==> src/rtl/data_req_ctrl.sv <==
// Data-side request controller: turns single ops into SRAM-like req/addr_ok/data_ok
// transactions, tracks outstanding requests in order and drops flushed responses.
module data_req_ctrl #(
    parameter int DEPTH = 2
) (
    input  logic        clk,
    input  logic        reset,
    input  logic        flush,
    input  logic        op_valid,
    input  logic        op_wr,
    input  logic [1:0]  op_size,
    input  logic [31:0] op_addr,
    input  logic [3:0]  op_wstrb,
    input  logic [31:0] op_wdata,
    output logic        op_ready,
    output logic        data_sram_req,
    output logic        data_sram_wr,
    output logic [1:0]  data_sram_size,
    output logic [31:0] data_sram_addr,
    output logic [3:0]  data_sram_wstrb,
    output logic [31:0] data_sram_wdata,
    input  logic        data_sram_addr_ok,
    input  logic        data_sram_data_ok,
    input  logic [31:0] data_sram_rdata,
    output logic        rsp_valid,
    output logic        rsp_wr,
    output logic [31:0] rsp_rdata,
    output logic [3:0]  outstanding,
    output logic        proto_err
);

    localparam int PW = (DEPTH > 1) ? $clog2(DEPTH) : 1;

    // Handshake: an op moves when op_valid & op_ready; the SRAM request moves when
    // data_sram_req & data_sram_addr_ok; responses are returned in order on data_ok.
    logic             hold;
    logic             hold_disc;
    logic [DEPTH-1:0] fifo_wr;
    logic [DEPTH-1:0] fifo_disc;
    logic [PW-1:0]    rd_ptr;
    logic [PW-1:0]    wr_ptr;
    logic [3:0]       count;

    logic       accept;
    logic       addr_hs;
    logic       fifo_empty;
    logic       bypass;
    logic       pop;
    logic       push;
    logic       stray;
    logic       rsp_fire;
    logic       ent_wr;
    logic       ent_disc;
    logic       rsp_keep;
    logic [4:0] occupancy;

    function automatic logic [PW-1:0] ptr_inc(input logic [PW-1:0] p);
        return (p == PW'(DEPTH - 1)) ? '0 : p + 1'b1;
    endfunction

    assign occupancy  = {1'b0, count} + {4'b0, hold};
    assign op_ready   = ~reset & ~hold & ~flush & (occupancy < 5'(DEPTH));
    assign accept     = op_valid & op_ready;
    assign addr_hs    = hold & data_sram_addr_ok;
    assign fifo_empty = (count == 4'd0);

    // With nothing outstanding, a data_ok that lands on an addr handshake answers that request.
    assign bypass   = data_sram_data_ok & fifo_empty & addr_hs;
    assign pop      = data_sram_data_ok & ~fifo_empty;
    assign push     = addr_hs & ~bypass;
    assign stray    = data_sram_data_ok & fifo_empty & ~addr_hs;
    assign rsp_fire = pop | bypass;
    assign ent_wr   = bypass ? data_sram_wr : fifo_wr[rd_ptr];
    assign ent_disc = (bypass ? hold_disc : fifo_disc[rd_ptr]) | flush;
    assign rsp_keep = rsp_fire & ~ent_disc;

    assign data_sram_req = hold;
    assign outstanding   = count;

    always_ff @(posedge clk) begin
        if (reset) begin
            hold            <= 1'b0;
            hold_disc       <= 1'b0;
            data_sram_wr    <= 1'b0;
            data_sram_size  <= 2'd0;
            data_sram_addr  <= 32'd0;
            data_sram_wstrb <= 4'd0;
            data_sram_wdata <= 32'd0;
            fifo_wr         <= '0;
            fifo_disc       <= '0;
            rd_ptr          <= '0;
            wr_ptr          <= '0;
            count           <= 4'd0;
            proto_err       <= 1'b0;
            rsp_valid       <= 1'b0;
            rsp_wr          <= 1'b0;
            rsp_rdata       <= 32'd0;
        end else begin
            if (accept) begin
                hold            <= 1'b1;
                hold_disc       <= 1'b0;
                data_sram_wr    <= op_wr;
                data_sram_size  <= op_size;
                data_sram_addr  <= op_addr;
                data_sram_wstrb <= op_wstrb;
                data_sram_wdata <= op_wdata;
            end else if (addr_hs) begin
                hold <= 1'b0;
            end else if (hold & flush) begin
                hold_disc <= 1'b1;
            end

            // Flush marks every slot; stale slots are overwritten on their next push anyway.
            if (flush) fifo_disc <= '1;
            if (push) begin
                fifo_wr[wr_ptr]   <= data_sram_wr;
                fifo_disc[wr_ptr] <= hold_disc | flush;
                wr_ptr            <= ptr_inc(wr_ptr);
            end
            if (pop) rd_ptr <= ptr_inc(rd_ptr);

            count     <= count + 4'(push) - 4'(pop);
            proto_err <= proto_err | stray;

            rsp_valid <= rsp_keep;
            if (rsp_keep) begin
                rsp_wr    <= ent_wr;
                rsp_rdata <= ent_wr ? 32'd0 : data_sram_rdata;
            end
        end
    end

endmodule

==> config.mk <==
export PLATFORM = sky130hd
export DESIGN_NAME = data_req_ctrl
export DESIGN_NICKNAME = d
export VERILOG_FILES = /design/src/rtl/data_req_ctrl.sv
export SDC_FILE = /design/constraint.sdc
export NUM_CORES = 1
export LEC_CHECK = 0
export CAP_MARGIN = 20
export CORE_ASPECT_RATIO = 0.8
export CORE_MARGIN = 2
export CORE_UTILIZATION = 40
export DETAILED_ROUTE_END_ITERATION = 10
export GPL_TIMING_DRIVEN = 1
export PLACE_DENSITY = 0.85
export REMOVE_ABC_BUFFERS = 1
export SLEW_MARGIN = 25
export SYNTH_ARGS = -nofsm -noshare
export SYNTH_HDL_FRONTEND = slang
export SYNTH_SLANG_ARGS = --single-unit
==> constraint.sdc <==
create_clock -name clk -period 3.25 [get_ports clk]
set_input_delay 0.65 -clock clk [delete_from_list [all_inputs] [get_ports clk]]
set_output_delay 0.65 -clock clk [all_outputs]
set_load 0.01 [all_outputs]
# After elaboration in Yosys (flattened, before gate mapping)
# Index checks and enable logic that the tools add are counted.
# Widths: inputs -> output; s select.
[word_totals] regBits=118 in_bits=109 out_inout_bits=112 word_cells=71
[classes] n_addsub=5 n_lt_le_gt_ge=4 muxes=18 n_bitwise=23 n_reduce_logical=5
[ops] operator="$mux 32" count=1
[ops] operator="$and 1x1->1" count=12
[ops] operator="$mux 1" count=11
[ops] operator="$not 1->1" count=7
[ops] operator="$mux 2" count=3
[ops] operator="$add 4x1->5" count=1
[ops] operator="$lt 5x2->1 const B" count=1
[ops] operator="$add 4x1->4" count=1
[ops] operator="$bwmux 2" count=2
[ops] operator="$logic_not 4->1" count=1
[ops] operator="$lt 1x2->1 const B" count=2
[ops] operator="$or 1x1->1" count=4
[ops] operator="$sub 4x1->4" count=1
[ops] operator="$add 1x1->1 const B" count=2
[ops] operator="$reduce_and 2->1" count=1
[ops] operator="$reduce_bool 2->1" count=1
[ops] operator="$reduce_or 2->1" count=1
[ops] operator="$demux 1 s1" count=1
[ops] operator="$ge 1x1->1 const B" count=1
[ops] operator="$logic_and 1x1->1" count=1

# Logic depth before layout (Yosys ltp)
[depth] ltp_word=7 depth_mapped=11 ltp_nobuf=11

# Worst setup path after synthesis
# OpenSTA, ideal clock, no wires.
[synth_timing] path_type="register to register" from="register count[2], in the netlist outstanding[2]" to="register count[2], in the netlist outstanding[2]" setup_time_ns=0.128 arrival_ns=2.301 required_ns=3.122 setup_slack_ns=0.822 path_stages_with_launch=12 path_buffers=0 period_less_slack_ns=2.428 cell_sequence="dfxtp_1 > inv_1 > ha_1 > and4bb_2 > or2_2 > ha_1 > inv_1 > ha_1 > inv_1 > fa_1 > xor2_1 > nor2_1"
[synth_via] elab_chain_len=7 elab_cells_between_ends=9 classes_between="2 x add/sub; 6 x bitwise; 1 x reduce/logical"
[synth_lines] element="start: declaration" line_no="42" text="logic [3:0] count;"
[synth_lines] element="start signal: assignment" line_no="122" text="count <= count + 4'(push) - 4'(pop);"
[synth_lines] element="$logic_not 4->1" line_no="65" text="assign fifo_empty = (count == 4'd0);"
[synth_lines] element="$and 1x1->1 (2 in series)" line_no="68" text="assign bypass = data_sram_data_ok & fifo_empty & addr_hs;"
[synth_lines] element="$not 1->1" line_no="70" text="assign push = addr_hs & ~bypass;"
[synth_lines] element="$and 1x1->1" line_no="70"
[synth_lines] element="$add 4x1->4" line_no="122"
[synth_lines] element="$sub 4x1->4 (*)" line_no="122"
# Every way passes the cells marked *; elsewhere a longest branch is shown, timed or not.
# A chain may end at the register's enable or synchronous reset.

# Worst setup path after layout
[layout_timing] from="register count[0], in the netlist outstanding[0]" to="output op_ready"
[layout_via] elab_chain_len=3
[layout_lines] element="$add 4x1->5" line_no="61" text="assign occupancy = {1'b0, count} + {4'b0, hold};"
[layout_lines] element="$lt 5x2->1" line_no="62" text="assign op_ready = ~reset & ~hold & ~flush & (occupancy < 5'(DEPTH));"
[layout_lines] element="$and 1x1->1" line_no="62"
[layout_lines] element="end: declaration" line_no="15" text="output logic op_ready,"
# No other way between the ends.

==> flow_summary_export.csv <==
group,metric,value,unit
synthesis,synth_area_leaders,"dfxtp_1, a21oi_1, nand3_1",
cts,cts.sinks,118,
pwr,p_clk_share,40.4,%
global_routing,grt_usage,23.4,%
final_layout,final_common_cell,"clkdlybuf4s50_1",
pwr,ir_drop,393,µV
synthesis,ys.warnings.count,0,
final_layout,nFillCells,872,
floorplan,fp.dieW,123,µm
pwr,seq_power_share,37.2,%
final_layout,fin_area,7330,µm²
global_routing,grt-ovfl-total,0,
worst_setup_path,crit_fanout,7,
final_layout,stdcell_count,840,
final_layout,drive_above_1_share,7.18,%
worst_setup_path,crit_cells,6,
pwr,p_comb_share,22.5,%
cts,post_cts_resized,0,
timing,finalHoldViolCount,0,
routing,drc,0,
worst_setup_path,max_stage_delay,0.56,ns
worst_setup_path,arrival,2.36,ns
cts,clk_path_buf_depth,2,
routing,route.vias.total,4508,
synthesis,syn_avg_cell_area,9.34,µm²
routing,drt_iter0_drc,274,
worst_setup_path,r2r_cells,11,
hold_path,whs_path_depth,2,
timing,finalSetupTns,0,ns
timing,slew_viol_final,0,
place,gp_congestion,0.904,
timing,slew_headroom,47.2,%
timing,clock.fmax,333,MHz
job,cap_violations,0,
cts,cts.clk_slew.worst_paths,0.05,ns
floorplan,die-area,12200,µm²
floorplan,initial_utilization,41.3,%
timing,period_needed,3.01,ns
synthesis,yosys_register_bits,118,
routing,vias_per_cell,5.37,
floorplan,num_rows,34,
routing,routed_wl,14200,µm
worst_setup_path,critical_path_class,"reg -> out",
cts,cts-root-buf,"clkbuf_16",
place,port_buffers,220,
worst_setup_path,worst_path_max_delay_cell,"clkdlybuf4s50_1",
synthesis,syn_area,4530,µm²
final_layout,antenna_cells,0,
place,dp_cells,809,
routing,dr.pass1.iters,5,
pwr,p_sw_share,26.8,%
timing,worst_slew_pin_slew,0.792,ns
pwr,power_density,622,nW/µm²
synthesis,synth_cell_types,41,
timing,rsz0062_at_grt,"no",
synthesis,synthesis.instances,485,
global_routing,antenna_found_initial,0,
global_routing,grt_max_degree,76,
timing,finClkSkew,0.00904,ns
place,place_area,6720,µm²
synthesis,synth_top_area_share,52.1,%
pwr,p_leak,2.60,nW
place,pre_cts_slack,0.211,ns
cts,post_cts_buffers,0,
cts,cts-hold-fix-buffers,0,
worst_setup_path,path_cells,"and2_1, ha_1, nor4_2, o221ai_4, inv_2, clkdlybuf4s50_1",
floorplan,die_y,99.2,µm
cts,htreeDepth,4,
worst_setup_path,required,2.60,ns
synthesis,yosysSeqAreaShare,52.1,%
final_layout,nets,803,
routing,routedWlPerCell,16.9,µm
hold_path,hp-class,"reg -> reg",
place,hpwl,9340,µm
run_status,status,"complete, no violations",
floorplan,core-area,11000,µm²
pwr,p_int,3.34,mW
floorplan,io_pins,221,
synthesis,synth_top_area_cell,"dfxtp_1",
pwr,power_switching,1.22,mW
final_layout,fin_util,66.8,%
worst_setup_path,endpoint_kind,"primary output",
cts,cts-buffers-inserted,17,
worst_setup_path,crit_buf_inv,2,
cts,clock_latency,0.40,ns
global_routing,grt_pass1_vias,4474,
cts,cts_tree,"built",
worst_setup_path,cp_top_family,"buffers and inverters",
global_routing,grt_pass1_wl,22500,µm
timing,setup_slack,0.243,ns
timing,final.period_utilization,92.5,%
routing,postRouteAntennaNets,0,
timing,setup_viol,0,
worst_setup_path,cp-start-kind,"register",
final_layout,most-common-layout-cells,"clkdlybuf4s50_1, dfxtp_1, a21oi_1",
final_layout,area_delta_synth_final,61.7,%
-- Yosys cell counts (all sizes together) --
library cell / n
dfxtp: 118
a21oi: 77
nand3: 72
o21ai: 72
a22o: 32
clkbuf: 30
buf: 16
nor2: 11
inv: 9
ha: 8
mux2i: 6
and4: 3
nand2: 3
nor3: 3
a21o: 2
and2: 2
nor3b: 2
or3: 2
xnor2: 2
a211oi: 1
a2bb2oi: 1
a31oi: 1
and3b: 1
and4bb: 1
fa: 1
nor2b: 1
nor4: 1
nor4b: 1
o21ba: 1
o221ai: 1
or2: 1
or2b: 1
or3b: 1
xor2: 1
-- metrics by stage --
| step | power (mW) | hold WS [ns] |
|---|---|---|
| after floorplan | 2.16 | 0.434 |
| after global placement | 2.69 | 0.454 |
| after detailed placement | 2.73 | 0.455 |
| after CTS | 4.58 | 0.463 |
| after global routing | 4.78 | 0.485 |
| final | 4.56 | 0.467 |
-- cells by family (layout without fill, tap and decap cells) --
group / count (synthesis) / after routing / share of synthesized area [%]
fa+ha+maj: 9 / 9 / 2.65
flops: 118 / 118 / 52.1
compound gates: 188 / 188 / 24.2
simple gates: 106 / 106 / 13.1
xor+xnor: 3 / 3 / 0.580
mux: 6 / 6 / 1.33
buf+inv: 55 / 266 / 6.02
-- power by group through the flow --
stage | clock (mW) | sequential (mW) | combinational [mW]
after floorplan | 0 | 1.76 | 0.403
after global placement | 0 | 1.71 | 0.985
after detailed placement | 0 | 1.72 | 1.02
after CTS | 1.87 | 1.69 | 1.02
after global routing | 1.94 | 1.71 | 1.13
final | 1.84 | 1.69 | 1.02
-- registers in the layout, indices dropped and copies added (netlist names) --
| register | flops |
|---|---|
| data_sram_wr | 1 |
| fifo_disc | 2 |
| data_sram_wstrb | 4 |
| rsp_wr | 1 |
| data_sram_req | 1 |
| fifo_wr | 2 |
| wr_ptr | 1 |
| data_sram_addr | 32 |
| outstanding | 4 |
| hold_disc | 1 |
| rsp_rdata | 32 |
| rd_ptr | 1 |
| data_sram_size | 2 |
| rsp_valid | 1 |
| data_sram_wdata | 32 |
| proto_err | 1 |
-- worst paths after layout --
check / from / to / slack [ns]
worst max-delay path: outstanding[0]$_SDFF_PP0_ / op_ready / 0.24
worst min-delay path: wr_ptr$_SDFFE_PP0N_ / wr_ptr$_SDFFE_PP0N_ / 0.47
worst max register to register: outstanding[2]$_SDFF_PP0_ / outstanding[2]$_SDFF_PP0_ / 0.66
worst min register to register: wr_ptr$_SDFFE_PP0N_ / wr_ptr$_SDFFE_PP0N_ / 0.47
-- layout make-up --
type                    count  area (µm²)  area share, %
flip-flops and latches    118        2360           32.2
clock buffers              22         494           6.74
clock inverters             8        97.6           1.33
multi-input cells         312        1910           26.0
well taps                 144         180           2.46
inverters                   9        35.0          0.478
repair buffers            227        2250           30.7
-- metal layers --
| metal | share of wire, % | track usage [%] |
|---|---|---|
| met4 | 2.3 | 10.4 |
| met1 | 40 | 27.3 |
| met3 | 7.2 | 6.88 |
| met5 | 0 | 0 |
| met2 | 51 | 39.7 |
-- worst register-to-register path, cell delays in order, from the launching register on --
cell and delay, ns:
dfxtp_1 0.36, inv_1 0.11, ha_1 0.17, or3b_1 0.44, and2_1 0.23, ha_1 0.30, inv_1 0.06, ha_1 0.15
inv_1 0.05, fa_1 0.37, xor2_1 0.16, nor2_1 0.05
(Power assumes the default switching activity.)
